File: src/rtl/mux4a2_cond_l1.sv
// Layer-1 4-to-2 mux: captures a 4-lane word every two cycles and emits lanes 0/1, then lanes 2/3.
// Optional per-lane parity outputs are enabled by defining MUXL1_PARITY_EN.
module mux4a2_cond_l1 #(
    parameter int WIDTH = 8
) (
    input  logic             clk,
    input  logic             reset_L,
    input  logic             valid_in0,
    input  logic             valid_in1,
    input  logic             valid_in2,
    input  logic             valid_in3,
    input  logic [WIDTH-1:0] data_in0_muxL1,
    input  logic [WIDTH-1:0] data_in1_muxL1,
    input  logic [WIDTH-1:0] data_in2_muxL1,
    input  logic [WIDTH-1:0] data_in3_muxL1,
    output logic             in_ready,
    output logic             selectorL1,
    output logic             validout0,
    output logic             validout1,
`ifdef MUXL1_PARITY_EN
    output logic             parityout0,
    output logic             parityout1,
`endif
    output logic [WIDTH-1:0] dataout0_muxL1,
    output logic [WIDTH-1:0] dataout1_muxL1
);

    typedef enum logic {
        PH_CAPTURE = 1'b0,
        PH_DRAIN   = 1'b1
    } phase_t;

    // Even parity of one lane value
    function automatic logic parity_f(input logic [WIDTH-1:0] value);
        return ^value;
    endfunction

    phase_t           r_phase;
    logic [WIDTH-1:0] r_hold2;
    logic [WIDTH-1:0] r_hold3;
    logic             r_hold_v2;
    logic             r_hold_v3;

    phase_t           w_nxt_phase;
    logic             w_nxt_sel;
    logic             w_nxt_v0;
    logic             w_nxt_v1;
    logic [WIDTH-1:0] w_nxt_d0;
    logic [WIDTH-1:0] w_nxt_d1;

    assign in_ready = (r_phase == PH_CAPTURE) & reset_L;

    // Next-state selection: capture slot forwards lanes 0/1, drain slot replays the held lanes 2/3
    always_comb begin
        w_nxt_phase = PH_CAPTURE;
        w_nxt_sel   = 1'b0;
        w_nxt_v0    = 1'b0;
        w_nxt_v1    = 1'b0;
        w_nxt_d0    = dataout0_muxL1;
        w_nxt_d1    = dataout1_muxL1;
        case (r_phase)
            PH_CAPTURE: begin
                w_nxt_phase = PH_DRAIN;
                w_nxt_sel   = 1'b0;
                w_nxt_v0    = valid_in0;
                w_nxt_v1    = valid_in1;
                if (valid_in0) begin
                    w_nxt_d0 = data_in0_muxL1;
                end else begin
                    w_nxt_d0 = dataout0_muxL1;
                end
                if (valid_in1) begin
                    w_nxt_d1 = data_in1_muxL1;
                end else begin
                    w_nxt_d1 = dataout1_muxL1;
                end
            end
            PH_DRAIN: begin
                w_nxt_phase = PH_CAPTURE;
                w_nxt_sel   = 1'b1;
                w_nxt_v0    = r_hold_v2;
                w_nxt_v1    = r_hold_v3;
                if (r_hold_v2) begin
                    w_nxt_d0 = r_hold2;
                end else begin
                    w_nxt_d0 = dataout0_muxL1;
                end
                if (r_hold_v3) begin
                    w_nxt_d1 = r_hold3;
                end else begin
                    w_nxt_d1 = dataout1_muxL1;
                end
            end
            default: begin
                w_nxt_phase = PH_CAPTURE;
                w_nxt_sel   = 1'b0;
                w_nxt_v0    = 1'b0;
                w_nxt_v1    = 1'b0;
                w_nxt_d0    = dataout0_muxL1;
                w_nxt_d1    = dataout1_muxL1;
            end
        endcase
    end

    // Phase flop, lane 2/3 hold registers (loaded only in capture) and registered outputs
    always_ff @(posedge clk or negedge reset_L) begin
        if (!reset_L) begin
            r_phase        <= PH_CAPTURE;
            r_hold2        <= {WIDTH{1'b0}};
            r_hold3        <= {WIDTH{1'b0}};
            r_hold_v2      <= 1'b0;
            r_hold_v3      <= 1'b0;
            selectorL1     <= 1'b0;
            validout0      <= 1'b0;
            validout1      <= 1'b0;
            dataout0_muxL1 <= {WIDTH{1'b0}};
            dataout1_muxL1 <= {WIDTH{1'b0}};
        end else begin
            if (r_phase == PH_CAPTURE) begin
                r_hold2   <= data_in2_muxL1;
                r_hold3   <= data_in3_muxL1;
                r_hold_v2 <= valid_in2;
                r_hold_v3 <= valid_in3;
            end else begin
                r_hold2   <= r_hold2;
                r_hold3   <= r_hold3;
                r_hold_v2 <= r_hold_v2;
                r_hold_v3 <= r_hold_v3;
            end
            r_phase        <= w_nxt_phase;
            selectorL1     <= w_nxt_sel;
            validout0      <= w_nxt_v0;
            validout1      <= w_nxt_v1;
            dataout0_muxL1 <= w_nxt_d0;
            dataout1_muxL1 <= w_nxt_d1;
        end
    end

`ifdef MUXL1_PARITY_EN
    // Parity tracks the value loaded this edge; an invalid slot reports 0
    always_ff @(posedge clk or negedge reset_L) begin
        if (!reset_L) begin
            parityout0 <= 1'b0;
            parityout1 <= 1'b0;
        end else begin
            parityout0 <= w_nxt_v0 ? parity_f(w_nxt_d0) : 1'b0;
            parityout1 <= w_nxt_v1 ? parity_f(w_nxt_d1) : 1'b0;
        end
    end
`endif

endmodule
File: config.mk
export PLATFORM = sky130hd
export DESIGN_NAME = mux4a2_cond_l1
export DESIGN_NICKNAME = d
export VERILOG_FILES = /design/src/rtl/mux4a2_cond_l1.sv
export SDC_FILE = /design/constraint.sdc
export NUM_CORES = 1
export LEC_CHECK = 0
export ABC_AREA = 1
export CORE_ASPECT_RATIO = 0.8
export CORE_MARGIN = 4
export CORE_UTILIZATION = 44
export DETAILED_ROUTE_END_ITERATION = 7
export PLACE_DENSITY = 0.9
export SLEW_MARGIN = 10
export SYNTH_ARGS = -nofsm -noshare
export SYNTH_HDL_FRONTEND = slang
export SYNTH_SLANG_ARGS = --single-unit
File: constraint.sdc
create_clock -name clk -period 1.31 [get_ports clk]
set_input_delay 0.262 -clock clk [delete_from_list [all_inputs] [get_ports clk]]
set_output_delay 0.262 -clock clk [all_outputs]
set_load 0.005 [all_outputs]
==> impl_metrics.tcl <==
set metrics [dict create \
    status "finished, final reports clean" \
    power_density_nw_per_um2 1040 \
    grt_max_degree 39 \
    seq_area_frac_synth_pct 60.1 \
    clockRootBuffer "clkbuf_8" \
    cp.required_ns 1.05 \
    hold_viol_final 0 \
    die-height_um 61.6 \
    synth_seq_cells 38 \
    slew_viol_final 0 \
    vdd_drop_max_uv 655 \
    max_stage_delay_ns 0.39 \
    netlist_area_um2 1580 \
    place_hpwl_mm 2.63 \
    leakage_nw 1.21 \
    cts_sinks 38 \
    via_per_inst 4.75 \
    htree_levels 2 \
    place_area_um2 2200 \
    worst-setup-path-type "reg2out" \
    cts_tree "yes" \
    fin_worst_skew_ns 0.00448 \
    stdcell_count 294 \
    drv_cap 0 \
    period_share_pct 91.6 \
    cts_hold_buf 0 \
    post_synth_num_cell_types 12 \
    reg2reg_depth 6 \
    synth_top_area_share_pct 60.1 \
    worstPathArrival_ns 0.94 \
    dp.cells 284 \
    crit_family "flip-flops" \
    fp.dieW_um 75.0 \
    layout-drive-gt1-share_pct 10.3 \
    num_rows 19 \
    synthTopCellsByArea "dfrtp_1 (60%), nand2_1 (28%), nand3_1 (5.1%), nand2_4 (2.8%), buf_4 (0.95%)" \
    end_kind "primary output" \
    fin_hold_ws_ns 0.0581 \
    pre_cts_slack_ns -0.00141 \
    layout_commonest_cell "nand2_1" \
    min_path_type "in2async" \
    final_cell_mix "nand2_1 (116), dfrtp_1 (38), clkdlybuf4s50_1 (36), dlygate4sd2_1 (19), nand3_1 (16)" \
    path_depth 1 \
    antenna_found_initial 0 \
    antenna-diode-count 0 \
    crit_fanout 2 \
    ant_nets 0 \
    drc 0 \
    gp_congestion 0.771 \
    grt_pass1_wl_mm 5.87 \
    worstPathCellList "dlygate4sd2_1" \
    initial_utilization_pct 45.9 \
    overflow 0 \
    syn_inst 184 \
    first_pass_iters 5 \
    vias 1397 \
    core_area_um2 3450 \
    clock_path_buffers 2 \
    grt_pass1_vias 1345 \
    dieArea_um2 4620 \
    drt_iter0_drc 83 \
    rsz0062_at_grt "no" \
    yosysTopAreaCell "dfrtp_1" \
    area_growth_pct 45.5 \
    worstPathBufferInverterCount 1 \
    setup-tns-final_ns 0 \
    slew_headroom_pct 68.2 \
    path_clk_slew_ns 0.07 \
    wl_mm 3.64 \
    worst_slew_pin_slew_ns 0.477 \
    wl_per_cell_um 12.4 \
    final_nets 291 \
    synth_fp_nets 222 \
    io_pins 58 \
    setup_violations 0 \
    clock.fmax_ghz 0.833 \
    fin_crit_ns 1.20 \
    setup_slack_ns 0.110 \
    clock_latency_ns 0.29 \
    track_usage_pct 17.6 \
    ys_warn_count 0 \
    crit_path_start_kind "flop" \
    fin_area_um2 2300 \
    numCtsBuffers 5 \
    slowest_stage "dfrtp_1" \
    io_buffers 57 \
    syn_avg_cell_area_um2 8.60 \
]
==> logic make-up after synthesis <==
logic type | share of synthesized area, %
buf+inv | 3.40
flops | 60.1
simple gates | 36.5
==> routing by layer <==
layer,vias up,track usage [%],share of wire (%)
met5,-,0,0
met4,0,8.88,1.5
met3,5,5.71,8.4
met2,47,29.4,46
met1,637,20.5,44
li1,708,-,-
==> registers in the layout (all words and copies together) (netlist names) <==
name / count
r_hold_v2: 1
dataout1_muxL1: 8
r_hold_v3: 1
r_hold2: 8
r_hold3: 8
validout0: 1
r_phase: 1
dataout0_muxL1: 8
validout1: 1
selectorL1: 1
==> layout make-up <==
type	count	area, um^2
clock buffer	6	82.6
multi-input combinational	139	589
timing repair buffer	67	616
fill	302	1150
tap	42	52.6
sequential	38	951
inverter	2	10.0
==> worst paths after layout <==
kind	start	endpoint	slack [ns]
setup / recovery	dataout1_muxL1[5]	dataout1_muxL1[5]	0.11
min in group clk	r_hold2[6]	r_hold2[6]	0.47
setup reg to reg	r_phase	dataout1_muxL1[2]	0.11
max in group asynchronous	reset_L	r_hold2[5]	0.92
hold reg to reg	r_hold2[6]	r_hold2[6]	0.47
hold / removal	reset_L	dataout1_muxL1[3]	0.06
==> per-stage QoR <==
stage / total power [mW] / utilization, %
final: 2.39 / 66.8
after global routing: 2.49 / 66.8
after CTS: 2.41 / 66.4
after detailed placement: 1.66 / 63.8
after global placement: 1.65 / 63.8
after floorplan: 1.40 / -
==> report_power, final <==
part	leakage (nW)	switching (mW)	internal, mW	total [mW]
clock network	0.0431	0.367	0.405	0.772
logic	0.711	0.139	0.199	0.338
registers	0.451	0.0316	1.25	1.28
total	1.21	0.537	1.85	2.39
==> synth_stat cells <==
master   count
buf_4        2
inv_2        1
nand2_4      4
inv_1        1
buf_6        1
nand2_2      2
nor2_1       1
nand2_1    116
dfrtp_1     38
buf_2        1
buf_8        1
nand3_1     16
==> timing repair <==
item / in CTS / in global routing
pin swaps: 0 / 0
cloned: 0 / 0
setup buffers: 4 / 0
resized for setup: 22 / 6
setup endpoints to repair: 20 / 17
(Power assumes the default switching activity.)
